`src/rtl/sram_burst_pkg.sv`:
```
// rtl/sram_burst_pkg.sv - command encodings and FSM state type for the SRAM burst controller
package sram_burst_pkg;

  localparam logic [1:0] CMD_LOAD_LO = 2'd0;
  localparam logic [1:0] CMD_LOAD_HI = 2'd1;
  localparam logic [1:0] CMD_WRITE   = 2'd2;
  localparam logic [1:0] CMD_READ    = 2'd3;

  typedef enum logic [1:0] {
    IDLE     = 2'd0,
    WR       = 2'd1,
    RD_ISSUE = 2'd2,
    RD_CAP   = 2'd3
  } state_t;

  // Lane-index width for a RAM word of wb bytes (1, 2 or 4).
  function automatic int lane_bits(input int wb);
    return (wb == 4) ? 2 : ((wb == 2) ? 1 : 0);
  endfunction

endpackage

```
`src/rtl/sram_burst_ctrl_if.sv`:
```
// rtl/sram_burst_ctrl_if.sv - single-port SRAM macro bus (controller = master, RAM = slave)
interface sram_burst_ctrl_if #(
  parameter int WORD_BYTES = 4,
  parameter int RAM_AW     = 9
);

  logic                    ram_csb0;
  logic                    ram_web0;
  logic [WORD_BYTES-1:0]   ram_wmask0;
  logic [RAM_AW-1:0]       ram_addr0;
  logic [8*WORD_BYTES-1:0] ram_din0;
  logic [8*WORD_BYTES-1:0] ram_dout0;

  modport master (
    output ram_csb0, ram_web0, ram_wmask0, ram_addr0, ram_din0,
    input  ram_dout0
  );

  modport slave (
    input  ram_csb0, ram_web0, ram_wmask0, ram_addr0, ram_din0,
    output ram_dout0
  );

endinterface

```
`src/rtl/sync_edge.sv`:
```
// rtl/sync_edge.sv - 2-flop synchronizer for the host strobe with rising-edge detect
module sync_edge (
  input  logic clk,
  input  logic rst_n,
  input  logic d,
  output logic rise
);

  logic meta_q;
  logic sync_q;
  logic prev_q;

  always_ff @(posedge clk) begin
    if (!rst_n) begin
      meta_q <= 1'b0;
      sync_q <= 1'b0;
      prev_q <= 1'b0;
    end else begin
      meta_q <= d;
      sync_q <= meta_q;
      prev_q <= sync_q;
    end
  end

  // One pulse per low-to-high transition, however long the strobe stays high.
  assign rise = sync_q & ~prev_q;

endmodule

```
`src/rtl/sram_burst_ctrl.sv`:
```
// rtl/sram_burst_ctrl.sv - byte-wide host port to a word-wide single-port SRAM with
// auto-incrementing address, single-byte write and read-capture.
module sram_burst_ctrl
  import sram_burst_pkg::*;
#(
  parameter int ADDR_W     = 11,
  parameter int WORD_BYTES = 4,
  parameter int RAM_AW     = 9
) (
  input  logic        clk,
  input  logic        rst_n,
  input  logic        ena,
  input  logic [7:0]  ui_in,
  input  logic [7:0]  uio_in,
  output logic [7:0]  uo_out,
  output logic [7:0]  uio_out,
  output logic [7:0]  uio_oe,
  output logic        ram_clk0,
  sram_burst_ctrl_if.master ram
);

  localparam int LB = lane_bits(WORD_BYTES);
  localparam int LW = (LB == 0) ? 1 : LB;
  localparam int DW = 8 * WORD_BYTES;

  if (WORD_BYTES != 1 && WORD_BYTES != 2 && WORD_BYTES != 4) begin : g_bad_word_bytes
    $error("sram_burst_ctrl: WORD_BYTES must be 1, 2 or 4");
  end
  if (ADDR_W - LB > RAM_AW) begin : g_bad_ram_aw
    $error("sram_burst_ctrl: RAM_AW too small for ADDR_W");
  end
  if (ADDR_W < 9 || ADDR_W > 16) begin : g_bad_addr_w
    $error("sram_burst_ctrl: ADDR_W must be 9..16");
  end

  logic              cmd_evt;
  logic [1:0]        cmd;
  logic              no_inc;
  state_t            state;
  logic [ADDR_W-1:0] addr;
  logic [LW-1:0]     lane_cur;
  logic [LW-1:0]     lane_q;
  logic              no_inc_q;
  logic [7:0]        rd_data;
  logic              rd_valid;
  logic              overrun;
  logic              ready_q;
  logic              csb_q;
  logic              web_q;
  logic [WORD_BYTES-1:0] wmask_q;
  logic [RAM_AW-1:0] addr_q;
  logic [DW-1:0]     din_q;
  logic [RAM_AW-1:0] word_cur;
  logic [WORD_BYTES-1:0] mask_cur;
  logic [DW-1:0]     din_cur;
  logic [7:0]        rd_byte;
  logic              unused_inputs;

  sync_edge u_sync_edge (
    .clk   (clk),
    .rst_n (rst_n),
    .d     (uio_in[2]),
    .rise  (cmd_evt)
  );

  assign cmd    = uio_in[1:0];
  assign no_inc = uio_in[3];
  assign unused_inputs = &{1'b0, ena, uio_in[7:4]};

  if (LB == 0) begin : g_lane_none
    assign lane_cur = '0;
  end else begin : g_lane
    assign lane_cur = addr[LB-1:0];
  end

  assign word_cur = RAM_AW'(addr >> LB);
  assign mask_cur = WORD_BYTES'(1) << lane_cur;
  assign din_cur  = DW'(ui_in) << (8 * lane_cur);
  assign rd_byte  = ram.ram_dout0[8*lane_q +: 8];

  always_ff @(posedge clk) begin
    if (!rst_n) begin
      state    <= IDLE;
      addr     <= '0;
      lane_q   <= '0;
      no_inc_q <= 1'b0;
      rd_data  <= '0;
      rd_valid <= 1'b0;
      overrun  <= 1'b0;
      ready_q  <= 1'b1;
      csb_q    <= 1'b1;
      web_q    <= 1'b1;
      wmask_q  <= '0;
      addr_q   <= '0;
      din_q    <= '0;
    end else begin
      csb_q   <= 1'b1;
      web_q   <= 1'b1;
      wmask_q <= '0;
      din_q   <= '0;
      if (cmd_evt && state != IDLE) begin
        overrun <= 1'b1;
      end
      unique case (state)
        IDLE: begin
          if (cmd_evt) begin
            rd_valid <= 1'b0;
            no_inc_q <= no_inc;
            lane_q   <= lane_cur;
            case (cmd)
              CMD_LOAD_LO: begin
                addr[7:0] <= ui_in;
                overrun   <= 1'b0;
              end
              CMD_LOAD_HI: addr <= ADDR_W'({ui_in, addr[7:0]});
              CMD_WRITE: begin
                state   <= WR;
                ready_q <= 1'b0;
                csb_q   <= 1'b0;
                web_q   <= 1'b0;
                wmask_q <= mask_cur;
                din_q   <= din_cur;
                addr_q  <= word_cur;
              end
              default: begin
                state   <= RD_ISSUE;
                ready_q <= 1'b0;
                csb_q   <= 1'b0;
                addr_q  <= word_cur;
              end
            endcase
          end
        end
        WR: begin
          state   <= IDLE;
          ready_q <= 1'b1;
          if (!no_inc_q) addr <= addr + ADDR_W'(1);
        end
        RD_ISSUE: begin
          state <= RD_CAP;
          if (!no_inc_q) addr <= addr + ADDR_W'(1);
        end
        RD_CAP: begin
          state    <= IDLE;
          ready_q  <= 1'b1;
          rd_data  <= rd_byte;
          rd_valid <= 1'b1;
        end
        default: state <= IDLE;
      endcase
    end
  end

  // Reset gates the strobes combinationally so an access caught by reset never
  // reaches the RAM at the reset edge itself.
  assign ram.ram_csb0   = csb_q | ~rst_n;
  assign ram.ram_web0   = web_q | ~rst_n;
  assign ram.ram_wmask0 = rst_n ? wmask_q : '0;
  assign ram.ram_addr0  = addr_q;
  assign ram.ram_din0   = din_q;

  assign ram_clk0 = clk;
  assign uo_out   = rd_data;
  assign uio_out  = {ready_q, rd_valid, overrun, 5'b0};
  assign uio_oe   = 8'hE0;

endmodule

```
`src/flat_wrapper.sv`:
```
// flat-port wrapper written by rule: the top's interface ports become plain ports
module sram_burst_ctrl_flat import sram_burst_pkg::*;
#(
  parameter int ADDR_W     = 11,
  parameter int WORD_BYTES = 4,
  parameter int RAM_AW     = 9
)
  (clk, rst_n, ena, ui_in, uio_in, uo_out, uio_out, uio_oe, ram_clk0, ram_ram_csb0, ram_ram_web0, ram_ram_wmask0, ram_ram_addr0, ram_ram_din0, ram_ram_dout0);
  sram_burst_ctrl_if #(.WORD_BYTES(WORD_BYTES), .RAM_AW(RAM_AW)) ram_i ();
  input  logic clk;
  input  logic rst_n;
  input  logic ena;
  input  logic [7:0] ui_in;
  input  logic [7:0] uio_in;
  output logic [7:0] uo_out;
  output logic [7:0] uio_out;
  output logic [7:0] uio_oe;
  output logic ram_clk0;
  output wire logic [$bits(ram_i.ram_csb0)-1:0] ram_ram_csb0;
  output wire logic [$bits(ram_i.ram_web0)-1:0] ram_ram_web0;
  output wire logic [$bits(ram_i.ram_wmask0)-1:0] ram_ram_wmask0;
  output wire logic [$bits(ram_i.ram_addr0)-1:0] ram_ram_addr0;
  output wire logic [$bits(ram_i.ram_din0)-1:0] ram_ram_din0;
  input wire logic [$bits(ram_i.ram_dout0)-1:0] ram_ram_dout0;
  assign ram_ram_csb0 = ram_i.ram_csb0;
  assign ram_ram_web0 = ram_i.ram_web0;
  assign ram_ram_wmask0 = ram_i.ram_wmask0;
  assign ram_ram_addr0 = ram_i.ram_addr0;
  assign ram_ram_din0 = ram_i.ram_din0;
  assign ram_i.ram_dout0 = ram_ram_dout0;
  sram_burst_ctrl #(.ADDR_W(ADDR_W), .WORD_BYTES(WORD_BYTES), .RAM_AW(RAM_AW)) u_core (.clk(clk), .rst_n(rst_n), .ena(ena), .ui_in(ui_in), .uio_in(uio_in), .uo_out(uo_out), .uio_out(uio_out), .uio_oe(uio_oe), .ram_clk0(ram_clk0), .ram(ram_i));
endmodule
```
`config.mk`:
```
export PLATFORM = sky130hd
export DESIGN_NAME = sram_burst_ctrl_flat
export DESIGN_NICKNAME = d
export VERILOG_FILES = /design/src/rtl/sram_burst_pkg.sv /design/src/rtl/sram_burst_ctrl_if.sv /design/src/rtl/sync_edge.sv /design/src/rtl/sram_burst_ctrl.sv /design/src/flat_wrapper.sv
export SDC_FILE = /design/constraint.sdc
export NUM_CORES = 1
export LEC_CHECK = 0
export CORE_MARGIN = 2
export CORE_UTILIZATION = 44
export CTS_CLUSTER_DIAMETER = 120
export DETAILED_ROUTE_END_ITERATION = 6
export HOLD_SLACK_MARGIN = 0.1
export PLACE_DENSITY = 0.8
export SLEW_MARGIN = 0
export SYNTH_ARGS = -nofsm -noshare
export SYNTH_HDL_FRONTEND = slang
export SYNTH_HIERARCHICAL = 1
export SYNTH_SLANG_ARGS = --single-unit
```
`constraint.sdc`:
```
create_clock -name clk -period 2.4 [get_ports clk]
set_input_delay 0.24 -clock clk [delete_from_list [all_inputs] [get_ports clk]]
set_output_delay 0.24 -clock clk [all_outputs]
set_load 0.02 [all_outputs]
```
==> results.toml <==
[run_status]
status = "complete, no violations"

[run]
max_cap_viol_count = 0

[routing]
routed.top_layer = "met4"
drt_iter0_drc = 112
drtAntennaViolNets = 0
dr.pass1.iters = 4
wl_per_cell_um = 14.0
wl_met2_mm = 3.83
wl_met3_um = 581
viasPerCell = 4.96
drt-total-wl_mm = 7.64
met1_length_mm = 3.05
drc = 0
vias = 2704

[cells_and_area]
final_cells = 545
drive_above_1_share_pct = 9.19
area_growth_pct = 42.2
antennaDiodeCount = 0
final_util_pct = 63.8
fin_nets = 499
layout_commonest_cell = "clkdlybuf4s50_1"
fill_cells = 587
final_cell_mix = "104 x clkdlybuf4s50_1, 77 x dfxtp_1, 36 x and2_1"

[worst_setup_path]
worstReg2RegEnd = "u_core/ram.ram_din0[14]$_SDFF_PP0_"
worst_setup_path_start_kind = "clock port"
startpoint = "clk"
path_common_cell = "clkbuf_8"
cp_max_fo = 2
reg2reg_setup_slack_ps = 330
slowest_delay_ps = 520
path_class = "clock port to output pin"
crit_path_cell_trace = "clkbuf_8 -> clkbuf_8 -> clkdlybuf4s50_1"
cp.required_ps = 2160
crit_cells = 3
worst_path_dominant_cell_family = "buffers and inverters"
worstPathArrival_ps = 1960
reg2regPathDepth = 6
critPathBufInv = 3
endpoint_kind = "output pin"
critPathSlowestCell = "clkdlybuf4s50_1"
rr_startpoint = "u_core/state[0]$_SDFFE_PN0P_"

[clocking]
ctsHoldBuffers = 0
cts_tree = "built"
ctsResizeCount = 0
postCtsSetupRepairBufs = 0
clock_latency_ps = 450
cts.clk_slew.worst_paths_ps = 90

[power_and_ir_drop]
powerDensity_mw_per_mm2 = 708
p_leak_uw = 0.00170
total_power_uw = 3240
ir_worst_vdd_uv = 577

[global_routing]
grt_pass1_vias = 2608
grt_pass1_wl_mm = 12.0
track_usage_pct = 19.9
grt_overflow = 0
antenna_found_initial = 0
grt_max_degree = 32

[timing]
setup_ws_ps = 204
drv_slew = 0
fin_setup_tns_ps = 0
fin_skew_ps = 11.1
max_slew_margin_pct = 61.4
finalSetupViolCount = 0
worstMarginPinSlew_ps = 574
finalHoldViolCount = 0
rsz0062_at_grt = "no"

[placement]
dpl.hpwl_mm = 5.50
io_buffers = 104
dpl.cell_count = 526
gp_congestion = 0.814
preCtsSetupSlack_ps = 282

[min_path]
hp-start = "uio_in[2]"
min_to = "u_core/u_sync_edge/meta_q$_SDFF_PN0_"
hold_depth = 2
hold_path_class = "input pin to register"

[floorplanning]
chipWidth_um = 89.5
ioPinCount = 123
core_mm2 = 0.00718
initial_utilization_pct = 44.8
rows = 31
dieArea_mm2 = 0.00801
die_h_um = 89.5

[logic_synthesis]
ys_warn_count = 6
ys_seq_elements = 77
synth-seq-area-share_pct = 47.9
syn-cell-area_mm2 = 0.00322
syn-instance-count = 337
synth.distinct_cells = 45
avgSynthCellArea_um2 = 9.55
## worst register-to-register path: cells and delay by family (launching register included)
kind / cells / cell delay [ps]
buffers and inverters: 1 / 120
flip-flops: 1 / 360
adder cells (fa/ha/maj): 1 / 200
AND/OR/NAND/NOR: 4 / 1340
## cell usage after synthesis (all sizes together)
library cell | count | share of area (%)
o211ai | 1 | 0.23
mux2i | 8 | 2.5
o32ai | 1 | 0.27
clkbuf | 12 | 1.4
nand4b | 1 | 0.27
a21boi | 1 | 0.23
o211a | 1 | 0.31
nor2b | 6 | 1.4
a31oi | 2 | 0.39
o311ai | 1 | 0.27
nand4 | 1 | 0.19
a21oi | 23 | 3.6
and3 | 2 | 0.39
o22ai | 2 | 0.39
nor2 | 20 | 2.3
nor3 | 5 | 0.93
conb | 2 | 0.23
dfxtp | 77 | 48
mux4 | 8 | 5.6
o41ai | 1 | 0.27
o21ai | 16 | 2.5
nor4 | 7 | 1.4
buf | 21 | 4.9
and4b | 1 | 0.31
nand2 | 34 | 4.0
o21a | 3 | 0.70
a22oi | 1 | 0.23
nand3b | 1 | 0.23
a21o | 1 | 0.23
ha | 7 | 2.7
and2 | 36 | 7.0
nand3 | 9 | 1.4
inv | 10 | 1.2
o31a | 2 | 0.54
or4b | 1 | 0.43
a311oi | 2 | 0.54
nor3b | 3 | 1.2
nand2b | 7 | 1.4
## worst max-delay path by stage
stage                                               to  slack, ps
finish                                        ram_clk0        200
global route                                  ram_clk0        180
CTS                                           ram_clk0        190
detailed placement  u_core/ram.ram_din0[14]$_SDFF_PP0_        280
global placement    u_core/ram.ram_din0[10]$_SDFF_PP0_        350
floorplan           u_core/ram.ram_din0[10]$_SDFF_PP0_        540
## sequential cells by signal, indices dropped and copies added (netlist names)
| register | flops |
|---|---|
| u_core/ram.ram_din0 | 32 |
| u_core/addr | 11 |
| u_core/ram.ram_addr0 | 9 |
| u_core/uo_out | 8 |
| u_core/wmask_q | 4 |
| u_core/lane_q | 2 |
| u_core/state | 2 |
| u_core/csb_q | 1 |
| u_core/no_inc_q | 1 |
| u_core/overrun | 1 |
| u_core/rd_valid | 1 |
| u_core/ready_q | 1 |
| u_core/u_sync_edge/meta_q | 1 |
| u_core/u_sync_edge/prev_q | 1 |
| u_core/u_sync_edge/sync_q | 1 |
| u_core/web_q | 1 |
## routing by layer
layer | vias up | GRT usage (%)
met4 | 0 | 11.3
met2 | 104 | 34.9
met3 | 18 | 4.43
met1 | 1257 | 22.1
li1 | 1325 | -
met5 | - | 0
## through the flow
stage | instance area (um2) | hold WS [ps]
after detailed placement | 4280 | 449
after global routing | 4580 | 385
after global placement | 4280 | 419
after floorplan | 3260 | 353
after CTS | 4580 | 356
final | 4580 | 363
## layout make-up
type                            instances  area, um2  area share [%]
Multi-Input combinational cell        228       1480            32.3
Timing Repair Buffer                  111       1090            23.8
Clock buffer                           14        189            4.13
Clock inverter                          6        116            2.54
Sequential cell                        77       1540            33.7
Tap cell                               99        124            2.71
Inverter                               10       37.5           0.820
## power breakdown
part           switching [uW]  total, uW  internal, uW
logic                     260        485           225
clock network             539       1400           863
registers                38.4       1350          1320
total                     837       3240          2400
## cells by family after synthesis
group           Yosys count  synth area share [%]
compound gates           58                  10.7
other cells               2                 0.233
buf+inv                  43                  7.50
mux                      16                  8.09
flops                    77                  47.9
simple gates            134                  22.9
fa+ha+maj                 7                  2.72
No activity file was read; power rests on OpenSTA's default activity.
